## config.mk

```make
export PLATFORM = sky130hd
export DESIGN_NAME = seg7_page_scan_ctrl
export DESIGN_NICKNAME = d
export VERILOG_FILES = /design/src/rtl/seg7_page_scan_ctrl.sv
export SDC_FILE = /design/constraint.sdc
export NUM_CORES = 1
export LEC_CHECK = 0
export CORE_ASPECT_RATIO = 0.5
export CORE_MARGIN = 2
export CORE_UTILIZATION = 54
export CTS_CLUSTER_DIAMETER = 80
export DETAILED_ROUTE_END_ITERATION = 6
export PLACE_DENSITY = 0.89
export SYNTH_ARGS = -nofsm -noshare
export SYNTH_HDL_FRONTEND = slang
export SYNTH_SLANG_ARGS = --single-unit
```

## constraint.sdc

```tcl
create_clock -name clk -period 3.5 [get_ports clk]
set_clock_uncertainty 0.05 [all_clocks]
set_input_delay 0.875 -clock clk [delete_from_list [all_inputs] [get_ports clk]]
set_output_delay 0.875 -clock clk [all_outputs]
set_load 0.005 [all_outputs]
```

## src/rtl/seg7_page_scan_ctrl.sv

```systemverilog
// seg7_page_scan_ctrl
// Captures a 64-bit DES word and shows it as four pages of four hex digits.
// A debounced pushbutton advances the page. The four digits of the current
// page are scanned one at a time through a shared digit code and active-low
// anode enables. Digit code 5'h1F blanks the downstream segment decoder.

module seg7_page_scan_ctrl #(
    parameter int unsigned REFRESH_DIV  = 50000,
    parameter int unsigned DEBOUNCE_CYC = 500000
) (
    input  logic        clk,
    input  logic        rst_n,
    input  logic [63:0] data_in,
    input  logic        data_valid,
    input  logic        psh,
    output logic [4:0]  digit,
    output logic [3:0]  an,
    output logic [1:0]  page,
    output logic        has_data
);

    localparam int unsigned RW = (REFRESH_DIV  > 2) ? $clog2(REFRESH_DIV)  : 1;
    localparam int unsigned DW = (DEBOUNCE_CYC > 2) ? $clog2(DEBOUNCE_CYC) : 1;

    localparam logic [RW-1:0] REFRESH_LAST  = RW'(REFRESH_DIV - 1);
    localparam logic [DW-1:0] DEBOUNCE_LAST = DW'(DEBOUNCE_CYC - 1);

    localparam logic [1:0] IDLE     = 2'd0;
    localparam logic [1:0] DB_PRESS = 2'd1;
    localparam logic [1:0] HELD     = 2'd2;
    localparam logic [1:0] DB_REL   = 2'd3;

    logic [63:0]   data_reg;
    logic          ps_meta;
    logic          ps_sync;
    logic [1:0]    db_state;
    logic [DW-1:0] db_cnt;
    logic [DW-1:0] db_inc;
    logic          step;
    logic [RW-1:0] ref_cnt;
    logic [1:0]    idx;
    logic [5:0]    nib_base;

    // Next debounce count and bit offset of the nibble currently scanned
    always_comb begin
        db_inc   = db_cnt + DW'(1);
        nib_base = {page, idx, 2'b00};
    end

    // Two-flop synchroniser for the raw pushbutton
    always_ff @(posedge clk) begin
        if (!rst_n) begin
            ps_meta <= 1'b0;
            ps_sync <= 1'b0;
        end else begin
            ps_meta <= psh;
            ps_sync <= ps_meta;
        end
    end

    // Debounce FSM; emits a single-cycle step when a press is accepted
    always_ff @(posedge clk) begin
        if (!rst_n) begin
            db_state <= IDLE;
            db_cnt   <= '0;
            step     <= 1'b0;
        end else begin
            step <= 1'b0;
            case (db_state)
                IDLE: begin
                    if (ps_sync) begin
                        db_state <= DB_PRESS;
                        db_cnt   <= '0;
                    end
                end
                DB_PRESS: begin
                    if (!ps_sync) begin
                        db_state <= IDLE;
                    end else begin
                        db_cnt <= db_inc;
                        if (db_inc == DEBOUNCE_LAST) begin
                            db_state <= HELD;
                            step     <= 1'b1;
                        end
                    end
                end
                HELD: begin
                    if (!ps_sync) begin
                        db_state <= DB_REL;
                        db_cnt   <= '0;
                    end
                end
                DB_REL: begin
                    if (ps_sync) begin
                        db_state <= HELD;
                    end else begin
                        db_cnt <= db_inc;
                        if (db_inc == DEBOUNCE_LAST) begin
                            db_state <= IDLE;
                        end
                    end
                end
                default: begin
                    db_state <= IDLE;
                    db_cnt   <= '0;
                end
            endcase
        end
    end

    // Word capture and page stepping; a capture always returns to page 0
    always_ff @(posedge clk) begin
        if (!rst_n) begin
            data_reg <= '0;
            has_data <= 1'b0;
            page     <= '0;
        end else if (data_valid) begin
            data_reg <= data_in;
            has_data <= 1'b1;
            page     <= '0;
        end else if (step && has_data) begin
            page <= page + 2'd1;
        end
    end

    // Free-running refresh divider advancing the scanned digit index
    always_ff @(posedge clk) begin
        if (!rst_n) begin
            ref_cnt <= '0;
            idx     <= '0;
        end else if (ref_cnt == REFRESH_LAST) begin
            ref_cnt <= '0;
            idx     <= idx + 2'd1;
        end else begin
            ref_cnt <= ref_cnt + RW'(1);
        end
    end

    // Registered anode and digit outputs, blank until a word is captured
    always_ff @(posedge clk) begin
        if (!rst_n) begin
            an    <= '1;
            digit <= '1;
        end else if (!has_data) begin
            an    <= '1;
            digit <= '1;
        end else begin
            an    <= ~(4'b0001 << idx);
            digit <= {1'b0, data_reg[nib_base +: 4]};
        end
    end

endmodule

```

Word level (Yosys, flattened, before mapping):

Cells that the tools add are included.

* output and inout bits: 12
* logic and storage cells: 54
* register bits: 118

* add/subtract/negate cells: 4
* equality and inequality tests: 11
* shift-type cells: 2
* reductions and logical operators: 8
* bitwise logic cells: 2
* muxes and demuxes: 14

Operator list (count)
* $mux 19: 4
* $pmux 19 s4: 1
* $shiftx 64x7->4: 1
* $add 19x1->19 const B: 1
* $eq 19x19->1 const B: 1
* $add 16x1->16 const B: 1
* $eq 16x16->1 const B: 1
* $mux 2: 6
* $ne 2x2->1 const B: 4
* $pmux 2 s4: 1
* $reduce_and 4->1: 2
* $ne 3x3->1 const B: 2
* $mux 5: 1
* $add 2x1->2 const B: 2
* $eq 2x2->1 const B: 2
* $not 4->4: 1
* $reduce_or 2->1: 2
* $shl 1x2->4 const A: 1
* $reduce_and 3->1: 1
* $eq 2x1->1 const B: 1
* $logic_not 2->1: 1
* $reduce_and 2->1: 1
* $logic_and 1x1->1: 1
* $mux 1: 1
* $not 1->1: 1

Logic depth before layout (Yosys ltp):

Gate-level depths: netlist of the first run.

* depth after elaboration: 5
* gate-level depth with buffers: 8
* depth with buffers taken out: 8

Worst setup path before layout of the first run:

OpenSTA, ideal clock, no wires.

* kind: register -> register
* start point: register idx[0]
* end point: register digit[0]
* path slack: 0.761 ns
* clock period less this slack: 2.739 ns
* stages on the path, launching flop included: 6
* arrival: 2.566 ns
* data required time: 3.327 ns
* buffers on the path: 2
* cell sequence: dfxtp_1 clkbuf_1 buf_1 mux4_2 mux4_2 or2_2

* longest elaborated chain between the ends: 1

RTL lines
* from (decl): line 41 `logic [1:0] idx;`
* from (signal assigned): line 133 `idx <= idx + 2'd1;`
* $shiftx 64x7->4: line 149 `digit <= {1'b0, data_reg[nib_base +: 4]};`
* to (signal assigned): line 149
* to (decl): line 16 `output logic [4:0] digit,`

Every way passes these cells.
A chain may end at the register's enable or synchronous reset.

==> results of run 1 <==
[area by class of cell]
| class | instances | area (um2) |
|---|---|---|
| sequential | 118 | 2360 |
| clock inverter | 10 | 71.3 |
| inverter | 6 | 22.5 |
| timing repair buffer | 86 | 853 |
| clock buffer | 22 | 484 |
| tap | 135 | 169 |
| fill | 631 | 2780 |
| multi-input combinational | 374 | 2710 |
[per-layer routing]
layer / global-route usage / up-vias
met1: 0.311 / 2023
met5: 0 / -
met2: 0.448 / 164
li1: - / 2018
met3: 0.0854 / 36
met4: 0.0980 / 0
[synth_stat cells, drive strengths merged]
cell type,instances
and3,5
xnor2,11
o21a,1
nor4,4
nor2b,1
mux2i,65
buf,12
nor4b,2
or3,4
o221ai,1
and2,3
nand2b,1
nand2,23
a21o,7
nand4,10
nor3b,3
nor3,15
a221o,1
inv,6
or4,2
nand3,22
a211o,2
a32oi,1
or2,4
mux2,2
mux4,20
clkbuf,28
o31ai,1
nor4bb,2
a21oi,16
nor2,108
ha,7
a41o,1
dfxtp,118
a22oi,5
and4,2
a21boi,1
a211oi,1
o21ai,6
xor2,14
[stage by stage]
stage / setup slack (ns) / utilization / instances / hold slack (ns)
3_5_place_dp: 0.729 / 0.647 / 719 / 0.369
5_1_grt: 0.526 / 0.706 / 751 / 0.426
3_3_place_gp: 0.809 / 0.647 / 719 / 0.367
6_report: 0.678 / 0.706 / 751 / 0.380
4_1_cts: 0.683 / 0.706 / 751 / 0.381
2_1_floorplan: 0.761 / - / 538 / 0.362
[cell families (layout without fill, tap and decap cells)]
logic type / count (synthesis) / count (layout) / synth area share
AND/OR/NAND/NOR: 211 / 211 / 0.188
multiplexers: 87 / 87 / 0.214
adder cells (fa/ha/maj): 7 / 7 / 0.0167
AO/OA/AOI/OAI: 44 / 44 / 0.0544
buffers and inverters: 46 / 124 / 0.0341
XOR/XNOR: 25 / 25 / 0.0418
flip-flops: 118 / 118 / 0.451
[worst max-delay path: stages, from the launching register on]
cell	delay, ns
sky130_fd_sc_hd__dfxtp_1	0.45
sky130_fd_sc_hd__ha_1	0.31
sky130_fd_sc_hd__nand3_1	0.16
sky130_fd_sc_hd__or3_4	0.38
sky130_fd_sc_hd__or3_1	0.38
sky130_fd_sc_hd__a221o_1	0.37
sky130_fd_sc_hd__or4_1	0.50
sky130_fd_sc_hd__a21oi_1	0.16
[report_power, final]
| part | leakage, uW | total, uW | switching, uW | internal, uW |
|---|---|---|---|---|
| sequential | 0.000966 | 1430 | 32.5 | 1400 |
| combinational | 0.00139 | 244 | 100 | 144 |
| clock | 0.000265 | 1610 | 627 | 979 |
| total | 0.00262 | 3280 | 760 | 2520 |
[worst min path at each step]
stage / end / depth (start not counted)
after floorplan: ps_sync$_SDFF_PN0_ / 1
after global placement: ps_sync$_SDFF_PN0_ / 1
after detailed placement: ps_sync$_SDFF_PN0_ / 1
after CTS: ps_sync$_SDFF_PN0_ / 1
after global routing: ps_sync$_SDFF_PN0_ / 1
final: ps_sync$_SDFF_PN0_ / 1
==> metrics.txt, run 1 <==
# TYPE chip_impl_metric gauge
chip_impl_info{name="clock_tree_from_tritoncts",value="done"} 1
chip_impl_metric{name="depth_of_the_worst_register_to_register_path",unit=""} 7
chip_impl_metric{name="clock_insertion_delay_worst_skew",unit="ns"} 0.42
chip_impl_metric{name="synth-seq-cells",unit=""} 118
chip_impl_info{name="yosys-top-cells-area",value="sky130_fd_sc_hd__dfxtp_1 (45%), sky130_fd_sc_hd__mux2i_1 (12%), sky130_fd_sc_hd__mux4_2 (8.6%)"} 1
chip_impl_metric{name="seq_area_frac_synth",unit=""} 0.451
chip_impl_metric{name="synth.cell_area",unit="mm2"} 0.00524
chip_impl_metric{name="met2WireLength",unit="mm"} 6.20
chip_impl_metric{name="worst_slew_margin_rel",unit=""} 0.282
chip_impl_metric{name="worst_pin_slew",unit="ns"} 1.08
chip_impl_info{name="root_buffer",value="sky130_fd_sc_hd__clkbuf_16"} 1
chip_impl_metric{name="timing_hold_violations_final",unit=""} 0
chip_impl_metric{name="area_growth",unit="%"} 27.3
chip_impl_metric{name="floorplan.core_area",unit="mm2"} 0.00945
chip_impl_metric{name="average_cell_area_after_synthesis",unit="um2"} 9.74
chip_impl_metric{name="setup_viol",unit=""} 0
chip_impl_metric{name="clkSlewWorstSetupHoldPaths",unit="ns"} 0.05
chip_impl_metric{name="placement.io_buffers",unit=""} 79
chip_impl_metric{name="number_of_antenna_violations_at_the_first_check_in_global_routing",unit=""} 0
chip_impl_info{name="timing_worst_setup_path_type",value="reg -> reg"} 1
chip_impl_metric{name="placed_area",unit="mm2"} 0.00612
chip_impl_metric{name="crit_fanout",unit=""} 7
chip_impl_metric{name="power.total",unit="uW"} 3280
chip_impl_metric{name="timing_max_transition_violations_final",unit=""} 0
chip_impl_metric{name="drt_drc",unit=""} 0
chip_impl_metric{name="post_cts.resized_instances",unit=""} 0
chip_impl_metric{name="cts_htree_levels",unit=""} 4
chip_impl_metric{name="number_of_sinks_driven_by_the_clock_tree",unit=""} 118
chip_impl_metric{name="post-route-period-util",unit=""} 0.806
chip_impl_metric{name="vertical_extent_of_the_die",unit="um"} 73.7
chip_impl_info{name="endpoint_kind",value="register"} 1
chip_impl_metric{name="diodes",unit=""} 0
chip_impl_info{name="hold_class",value="reg -> reg"} 1
chip_impl_metric{name="vias_per_cell",unit=""} 5.65
chip_impl_info{name="outcome",value="finished, final reports clean"} 1
chip_impl_metric{name="worst-endpoint-arrival",unit="ns"} 3.11
chip_impl_info{name="yosysTopAreaCell",value="sky130_fd_sc_hd__dfxtp_1"} 1
chip_impl_metric{name="achievable-frequency",unit="MHz"} 354
chip_impl_metric{name="synthDistinctLibCells",unit=""} 45
chip_impl_info{name="worstHoldStart",value="ps_meta$_SDFF_PN0_"} 1
chip_impl_metric{name="max_ffs_per_register",unit=""} 64
chip_impl_metric{name="grt_start_max_net_pins",unit=""} 67
chip_impl_info{name="topRoutingLayerUsed",value="met4"} 1
chip_impl_metric{name="yosys.area.top_type_share",unit=""} 0.451
chip_impl_metric{name="totalNegativeSetupSlack",unit="ns"} 0
chip_impl_metric{name="layout-drive-gt1-share",unit=""} 0.114
chip_impl_metric{name="die_width",unit="um"} 143
chip_impl_metric{name="syn-instance-count",unit=""} 538
chip_impl_info{name="startpoint_types",value="register"} 1
chip_impl_metric{name="finalWirelength",unit="mm"} 12.8
chip_impl_metric{name="cts_post_setup_buffers_inserted",unit=""} 0
chip_impl_info{name="rsz_0062_raised_after_global_routing",value="false"} 1
chip_impl_metric{name="via_count_of_the_routed_design",unit=""} 4241
chip_impl_metric{name="reg2reg_setup_slack",unit="ns"} 0.68
chip_impl_metric{name="fin_crit",unit="ns"} 2.82
chip_impl_metric{name="total_leakage_power",unit="uW"} 0.00262
chip_impl_metric{name="final_antenna_net_count",unit=""} 0
chip_impl_info{name="rr_startpoint",value="db_cnt[0]$_SDFFE_PN0P_"} 1
chip_impl_metric{name="power_density",unit="mW/mm2"} 492
chip_impl_metric{name="first_pass_grt_wire_length",unit="mm"} 20.8
chip_impl_metric{name="numCtsBuffers",unit=""} 17
chip_impl_metric{name="fp.dieArea",unit="mm2"} 0.0106
chip_impl_info{name="layout_commonest_cell",value="sky130_fd_sc_hd__dfxtp_1"} 1
chip_impl_metric{name="gpl.final_weighted_congestion",unit=""} 0.946
chip_impl_metric{name="met1_length",unit="mm"} 5.46
chip_impl_info{name="critical_path.startpoint",value="db_cnt[0]$_SDFFE_PN0P_"} 1
chip_impl_metric{name="floorplan.rows",unit=""} 25
chip_impl_metric{name="drt-initial-drc-count",unit=""} 348
chip_impl_metric{name="initial_core_util",unit=""} 0.555
chip_impl_metric{name="met3_length",unit="um"} 808
chip_impl_metric{name="dp_hpwl",unit="mm"} 7.90
chip_impl_metric{name="stdcell_area",unit="mm2"} 0.00667
chip_impl_metric{name="first_global_vias",unit=""} 4285
chip_impl_metric{name="worst_ir_drop_vdd",unit="mV"} 0.408
chip_impl_metric{name="grt-ovfl-total",unit=""} 0
chip_impl_metric{name="synth.yosys.warnings",unit=""} 0
chip_impl_metric{name="routed_wire_length_per_instance",unit="um"} 17.0
chip_impl_metric{name="max_cap_violations",unit=""} 0
chip_impl_metric{name="cts_hold_buf",unit=""} 0
chip_impl_metric{name="grt_use_total",unit=""} 0.261
chip_impl_metric{name="fin_nets",unit=""} 678
chip_impl_metric{name="detail_route.first_pass.iterations",unit=""} 5
chip_impl_metric{name="crit_required",unit="ns"} 3.79
chip_impl_metric{name="num_io_pins",unit=""} 80
chip_impl_info{name="mostFrequentLayoutCells",value="sky130_fd_sc_hd__dfxtp_1 (118), sky130_fd_sc_hd__nor2_1 (108), sky130_fd_sc_hd__clkdlybuf4s50_1 (78)"} 1
chip_impl_metric{name="cts.path.max_buffers",unit=""} 2
chip_impl_metric{name="syn-num-nets",unit=""} 613
Power figures use the tool's default switching activity.
==> run 2: changes to the inputs <==
--- a/config.mk
+++ b/config.mk
@@ -7,10 +7,10 @@
 export LEC_CHECK = 0
 export CORE_ASPECT_RATIO = 0.5
 export CORE_MARGIN = 2
-export CORE_UTILIZATION = 54
+export CORE_UTILIZATION = 49
 export CTS_CLUSTER_DIAMETER = 80
 export DETAILED_ROUTE_END_ITERATION = 6
-export PLACE_DENSITY = 0.89
+export PLACE_DENSITY = 0.85
 export SYNTH_ARGS = -nofsm -noshare
 export SYNTH_HDL_FRONTEND = slang
 export SYNTH_SLANG_ARGS = --single-unit
==> constraint.sdc (replaced) <==
create_clock -name clk -period 2.3 [get_ports clk]
set_clock_uncertainty 0.05 [all_clocks]
set_input_delay 0.575 -clock clk [delete_from_list [all_inputs] [get_ports clk]]
set_output_delay 0.575 -clock clk [all_outputs]
set_load 0.005 [all_outputs]
==> metrics.txt, run 2 (synthesis results as in run 1) <==
# TYPE chip_impl_metric gauge
chip_impl_info{name="timing_worst_setup_path_type",value="reg -> reg"} 1
chip_impl_info{name="startpoint_types",value="register"} 1
chip_impl_metric{name="final_antenna_net_count",unit=""} 0
chip_impl_info{name="mostFrequentLayoutCells",value="sky130_fd_sc_hd__dfxtp_1 (115), sky130_fd_sc_hd__nor2_1 (108), sky130_fd_sc_hd__clkdlybuf4s50_1 (78)"} 1
chip_impl_metric{name="detail_route.first_pass.iterations",unit=""} 4
chip_impl_metric{name="dp_hpwl",unit="mm"} 8.50
chip_impl_metric{name="first_global_vias",unit=""} 4261
chip_impl_metric{name="fin_crit",unit="ns"} 2.43
chip_impl_metric{name="grt_start_max_net_pins",unit=""} 34
chip_impl_metric{name="fin_nets",unit=""} 706
chip_impl_metric{name="number_of_sinks_driven_by_the_clock_tree",unit=""} 118
chip_impl_metric{name="max_ffs_per_register",unit=""} 64
chip_impl_metric{name="floorplan.core_area",unit="mm2"} 0.0103
chip_impl_metric{name="drt-initial-drc-count",unit=""} 290
chip_impl_metric{name="area_growth",unit="%"} 34.2
chip_impl_metric{name="total_leakage_power",unit="uW"} 0.00280
chip_impl_metric{name="die_width",unit="um"} 150
chip_impl_metric{name="pre_cts_slack",unit="ns"} -0.0415
chip_impl_metric{name="timing_hold_violations_final",unit=""} 0
chip_impl_metric{name="placement.io_buffers",unit=""} 79
chip_impl_info{name="rsz_0062_raised_after_global_routing",value="true"} 1
chip_impl_metric{name="first_pass_grt_wire_length",unit="mm"} 21.0
chip_impl_metric{name="cts_htree_levels",unit=""} 4
chip_impl_metric{name="gpl.final_weighted_congestion",unit=""} 0.867
chip_impl_info{name="root_buffer",value="sky130_fd_sc_hd__clkbuf_16"} 1
chip_impl_info{name="endpoint_kind",value="register"} 1
chip_impl_metric{name="cts.path.max_buffers",unit=""} 2
chip_impl_metric{name="placed_area",unit="mm2"} 0.00642
chip_impl_metric{name="clock_insertion_delay_worst_skew",unit="ns"} 0.42
chip_impl_metric{name="worst_slew_margin_rel",unit=""} 0.670
chip_impl_metric{name="stdcell_area",unit="mm2"} 0.00704
chip_impl_metric{name="grt_use_total",unit=""} 0.235
chip_impl_metric{name="reg2reg_setup_slack",unit="ns"} -0.13
chip_impl_metric{name="worst_slack",unit="ns"} -0.133
chip_impl_metric{name="drt_drc",unit=""} 0
chip_impl_info{name="layout_commonest_cell",value="sky130_fd_sc_hd__dfxtp_1"} 1
chip_impl_info{name="clock_tree_from_tritoncts",value="done"} 1
chip_impl_metric{name="worst_ir_drop_vdd",unit="mV"} 0.632
chip_impl_metric{name="numCtsBuffers",unit=""} 17
chip_impl_metric{name="layout-drive-gt1-share",unit=""} 0.168
chip_impl_metric{name="vias_per_cell",unit=""} 5.49
chip_impl_metric{name="cts_hold_buf",unit=""} 0
chip_impl_metric{name="diodes",unit=""} 0
chip_impl_metric{name="fp.dieArea",unit="mm2"} 0.0116
chip_impl_metric{name="stdcell_count",unit=""} 784
chip_impl_metric{name="grt-ovfl-total",unit=""} 0
chip_impl_metric{name="power.total",unit="uW"} 5160
chip_impl_metric{name="number_of_antenna_violations_at_the_first_check_in_global_routing",unit=""} 0
chip_impl_metric{name="power_density",unit="mW/mm2"} 733
chip_impl_metric{name="num_io_pins",unit=""} 80
chip_impl_metric{name="vertical_extent_of_the_die",unit="um"} 77.1
chip_impl_metric{name="max_cap_violations",unit=""} 0
chip_impl_metric{name="routed_wire_length_per_instance",unit="um"} 16.6
chip_impl_metric{name="crit_required",unit="ns"} 2.60
chip_impl_metric{name="timing_max_transition_violations_final",unit=""} 0
chip_impl_metric{name="achievable-frequency",unit="MHz"} 411
chip_impl_metric{name="post-route-period-util",unit=""} 1.06
chip_impl_info{name="failed_checks",value="negative setup slack"} 1
chip_impl_metric{name="totalNegativeSetupSlack",unit="ns"} -0.201
chip_impl_info{name="outcome",value="complete, but fails checks"} 1
chip_impl_metric{name="numPlacedInstances",unit=""} 751
chip_impl_metric{name="clkSlewWorstSetupHoldPaths",unit="ns"} 0.06
chip_impl_info{name="hold_class",value="reg -> reg"} 1
chip_impl_metric{name="setup_viol",unit=""} 2
chip_impl_metric{name="finalWirelength",unit="mm"} 13.0
chip_impl_metric{name="worst_pin_slew",unit="ns"} 0.490
chip_impl_metric{name="floorplan.rows",unit=""} 26
chip_impl_metric{name="worst-endpoint-arrival",unit="ns"} 2.73
chip_impl_metric{name="via_count_of_the_routed_design",unit=""} 4302
chip_impl_metric{name="initial_core_util",unit=""} 0.508
chip_impl_metric{name="crit_fanout",unit=""} 4
[run 2: routing by layer]
layer | global-route usage | vias to the layer above | routed length (um)
li1 | - | 2072 | -
met1 | 0.279 | 2071 | 5570
met2 | 0.398 | 131 | 6550
met3 | 0.0655 | 28 | 604
met4 | 0.102 | 0 | 310
met5 | 0 | - | 0
[run 2: what timing repair did]
| item | 4_1_cts | 5_1_grt |
|---|---|---|
| gates resized for setup | 0 | 6 |
| setup endpoints to repair | 1 | 2 |
| setup buffers | 0 | 1 |
| gates cloned | 0 | 0 |
| pin swaps | 0 | 1 |
[run 2: through the flow]
step,util,hold WS [ns]
after CTS,0.679,0.410
after detailed placement,0.623,0.374
after global routing,0.682,0.422
after floorplan,-,0.362
after global placement,0.623,0.372
final,0.682,0.408
[run 2: final cells by class]
| class | count | area, um2 |
|---|---|---|
| sequential | 118 | 2370 |
| clock buffer | 17 | 425 |
| multi-input combinational | 374 | 2760 |
| inverter | 6 | 22.5 |
| fill | 697 | 3270 |
| tap | 140 | 175 |
| clock inverter | 15 | 156 |
| timing repair buffer | 114 | 1130 |
[run 2: critical path, cell delays in order (launching register included)]
cell and delay (ns):
sky130_fd_sc_hd__dfxtp_4 0.36, sky130_fd_sc_hd__ha_4 0.15, sky130_fd_sc_hd__nand3_4 0.08, sky130_fd_sc_hd__or3_4 0.36, sky130_fd_sc_hd__or3_4 0.34, sky130_fd_sc_hd__a221o_1 0.38
sky130_fd_sc_hd__or4_4 0.53, sky130_fd_sc_hd__a21oi_2 0.13
[run 2: worst paths after layout]
path,depth (start not counted),start,endpoint
worst max-delay path,7,db_cnt[1]$_SDFFE_PN0P_,register
worst min-delay path,1,ref_cnt[0]$_SDFF_PP0_,ref_cnt[0]$_SDFF_PP0_
worst max register to register,7,db_cnt[1]$_SDFFE_PN0P_,register
worst min register to register,1,ref_cnt[0]$_SDFF_PP0_,ref_cnt[0]$_SDFF_PP0_
[run 2: where the power goes]
| group | internal (uW) | switching [uW] |
|---|---|---|
| combinational | 231 | 158 |
| sequential | 2120 | 45.1 |
| clock | 1590 | 1000 |
| total | 3950 | 1210 |
==> run 3: changes to the inputs <==
--- a/config.mk
+++ b/config.mk
@@ -6,7 +6,7 @@
 export NUM_CORES = 1
 export LEC_CHECK = 0
 export CORE_ASPECT_RATIO = 0.5
-export CORE_MARGIN = 2
+export CORE_MARGIN = 4
 export CORE_UTILIZATION = 49
 export CTS_CLUSTER_DIAMETER = 80
 export DETAILED_ROUTE_END_ITERATION = 6
==> metrics.txt, run 3 (synthesis results as in run 1) <==
# TYPE chip_impl_metric gauge
chip_impl_info{name="outcome",value="complete, but fails checks"} 1
chip_impl_info{name="failed_checks",value="negative setup slack"} 1
chip_impl_metric{name="detail_route.first_pass.iterations",unit=""} 5
chip_impl_info{name="critical_path.startpoint",value="db_cnt[1]$_SDFFE_PN0P_"} 1
chip_impl_metric{name="grt_use_total",unit=""} 0.199
chip_impl_metric{name="power_density",unit="mW/mm2"} 739
chip_impl_metric{name="initial_core_util",unit=""} 0.508
chip_impl_metric{name="via_count_of_the_routed_design",unit=""} 4223
chip_impl_info{name="hold_class",value="reg -> reg"} 1
chip_impl_metric{name="max_ffs_per_register",unit=""} 64
chip_impl_metric{name="worst_slew_margin_rel",unit=""} 0.578
chip_impl_info{name="layout_commonest_cell",value="sky130_fd_sc_hd__dfxtp_1"} 1
chip_impl_info{name="rr_startpoint",value="db_cnt[1]$_SDFFE_PN0P_"} 1
chip_impl_metric{name="total_leakage_power",unit="uW"} 0.00282
chip_impl_metric{name="clkSlewWorstSetupHoldPaths",unit="ns"} 0.05
chip_impl_metric{name="stdcell_area",unit="mm2"} 0.00702
chip_impl_metric{name="groute.layer.met2.usage",unit=""} 0.349
chip_impl_metric{name="timing_hold_violations_final",unit=""} 0
chip_impl_metric{name="fin_nets",unit=""} 704
chip_impl_info{name="worst_path_max_delay_cell",value="sky130_fd_sc_hd__or4_1"} 1
chip_impl_metric{name="worst-endpoint-arrival",unit="ns"} 2.69
chip_impl_metric{name="first_global_vias",unit=""} 4137
chip_impl_metric{name="clock_insertion_delay_worst_skew",unit="ns"} 0.41
chip_impl_info{name="endpoint_kind",value="register"} 1
chip_impl_metric{name="achievable-frequency",unit="MHz"} 416
chip_impl_metric{name="numPlacedInstances",unit=""} 748
chip_impl_info{name="root_buffer",value="sky130_fd_sc_hd__clkbuf_16"} 1
chip_impl_metric{name="grt.met1_usage",unit=""} 0.240
chip_impl_info{name="startpoint_types",value="register"} 1
chip_impl_metric{name="final_antenna_net_count",unit=""} 0
chip_impl_info{name="rsz_0062_raised_after_global_routing",value="true"} 1
chip_impl_metric{name="grt_start_max_net_pins",unit=""} 67
chip_impl_metric{name="numCtsBuffers",unit=""} 17
chip_impl_metric{name="placed_area",unit="mm2"} 0.00637
chip_impl_metric{name="cts_htree_levels",unit=""} 4
chip_impl_metric{name="crit_required",unit="ns"} 2.58
chip_impl_metric{name="floorplan.rows",unit=""} 26
chip_impl_info{name="worstHoldStart",value="ps_meta$_SDFF_PN0_"} 1
chip_impl_metric{name="fp.dieArea",unit="mm2"} 0.0125
chip_impl_metric{name="num_io_pins",unit=""} 80
chip_impl_metric{name="post-route-period-util",unit=""} 1.05
chip_impl_metric{name="grt-ovfl-total",unit=""} 0
chip_impl_metric{name="drt_drc",unit=""} 0
chip_impl_metric{name="worst_pin_slew",unit="ns"} 0.626
chip_impl_metric{name="worst_slack",unit="ns"} -0.106
chip_impl_info{name="path_cells",value="ha_4, nand3_4, buf_4, nor4_1, xor2_1, nand3_1, or4_1, a21oi_1"} 1
chip_impl_metric{name="layout-drive-gt1-share",unit=""} 0.162
chip_impl_metric{name="die_width",unit="um"} 154
chip_impl_metric{name="fin_crit",unit="ns"} 2.41
chip_impl_metric{name="placement.io_buffers",unit=""} 79
chip_impl_metric{name="gpl.final_weighted_congestion",unit=""} 0.854
chip_impl_info{name="grt_most_used_layer",value="met2"} 1
chip_impl_metric{name="number_of_antenna_violations_at_the_first_check_in_global_routing",unit=""} 0
chip_impl_metric{name="cts_hold_buf",unit=""} 0
chip_impl_metric{name="cts.path.max_buffers",unit=""} 2
chip_impl_metric{name="floorplan.core_area",unit="mm2"} 0.0103
chip_impl_metric{name="met3_usage",unit=""} 0.0415
chip_impl_metric{name="vertical_extent_of_the_die",unit="um"} 81.1
chip_impl_metric{name="crit_fanout",unit=""} 11
chip_impl_metric{name="max_cap_violations",unit=""} 0
chip_impl_metric{name="number_of_sinks_driven_by_the_clock_tree",unit=""} 118
chip_impl_metric{name="dp_hpwl",unit="mm"} 8.25
chip_impl_metric{name="worst_ir_drop_vdd",unit="mV"} 0.568
chip_impl_metric{name="totalNegativeSetupSlack",unit="ns"} -0.106
chip_impl_info{name="clock_tree_from_tritoncts",value="done"} 1
chip_impl_metric{name="area_growth",unit="%"} 33.8
chip_impl_metric{name="vias_per_cell",unit=""} 5.41
chip_impl_info{name="timing_worst_setup_path_type",value="reg -> reg"} 1
chip_impl_metric{name="finalWirelength",unit="mm"} 12.2
chip_impl_metric{name="routed_wire_length_per_instance",unit="um"} 15.6
chip_impl_metric{name="critical_path.max_stage_delay",unit="ns"} 0.53
chip_impl_metric{name="power.total",unit="uW"} 5180
chip_impl_metric{name="drt-initial-drc-count",unit=""} 237
chip_impl_metric{name="timing_max_transition_violations_final",unit=""} 0
chip_impl_metric{name="first_pass_grt_wire_length",unit="mm"} 19.8
chip_impl_info{name="mostFrequentLayoutCells",value="sky130_fd_sc_hd__dfxtp_1 (114), sky130_fd_sc_hd__nor2_1 (108), sky130_fd_sc_hd__clkdlybuf4s50_1 (78)"} 1
chip_impl_metric{name="setup_viol",unit=""} 1
chip_impl_metric{name="diodes",unit=""} 0
chip_impl_metric{name="stdcell_count",unit=""} 781
run 3: critical path, delay by kind of cell (launching register included):
family / cells / cell delay (ns)
AND/OR/NAND/NOR: 4 / 1.20
flip-flops: 1 / 0.35
XOR/XNOR: 1 / 0.26
buffers and inverters: 1 / 0.18
adder cells (fa/ha/maj): 1 / 0.15
AO/OA/AOI/OAI: 1 / 0.15
run 3: worst paths after layout:
kind,slack (ns),endpoint,depth (start not counted)
setup / recovery,-0.11,register,8
hold / removal,0.39,ps_sync$_SDFF_PN0_,1
setup reg to reg,-0.11,register,8
hold reg to reg,0.39,ps_sync$_SDFF_PN0_,1
run 3: per-stage QoR:
| step | setup WS, ns | hold WS, ns | utilization |
|---|---|---|---|
| floorplan | -0.0197 | 0.362 | - |
| global placement | -0.0420 | 0.370 | 0.618 |
| detailed placement | -0.0815 | 0.376 | 0.618 |
| CTS | -0.0541 | 0.390 | 0.676 |
| global route | -0.145 | 0.408 | 0.680 |
| finish | -0.106 | 0.385 | 0.680 |
run 3: cell type report:
class | instances | area [um2]
flip-flops and latches | 118 | 2370
inverters | 6 | 22.5
well taps | 140 | 175
clock buffers | 21 | 460
multi-input cells | 374 | 2770
clock inverters | 10 | 129
repair buffers | 112 | 1090
fillers | 745 | 3300
run 3: repair_timing:
item,CTS,global route
setup endpoints to repair,3,3
pin swaps,0,2
hold endpoints to repair,0,0
setup buffers,0,2
gates resized for setup,2,6
run 3: power breakdown:
group	internal [uW]	total, uW	switching, uW	leakage, uW
registers	2130	2170	43.6	0.000969
clock network	1740	2640	895	0.000296
logic	225	376	151	0.00155
run 3: per-layer routing:
layer | routed length, um | vias up
met3 | 524 | 20
met5 | 0 | -
met2 | 6070 | 126
met4 | 232 | 0
li1 | - | 2065
met1 | 5350 | 2012
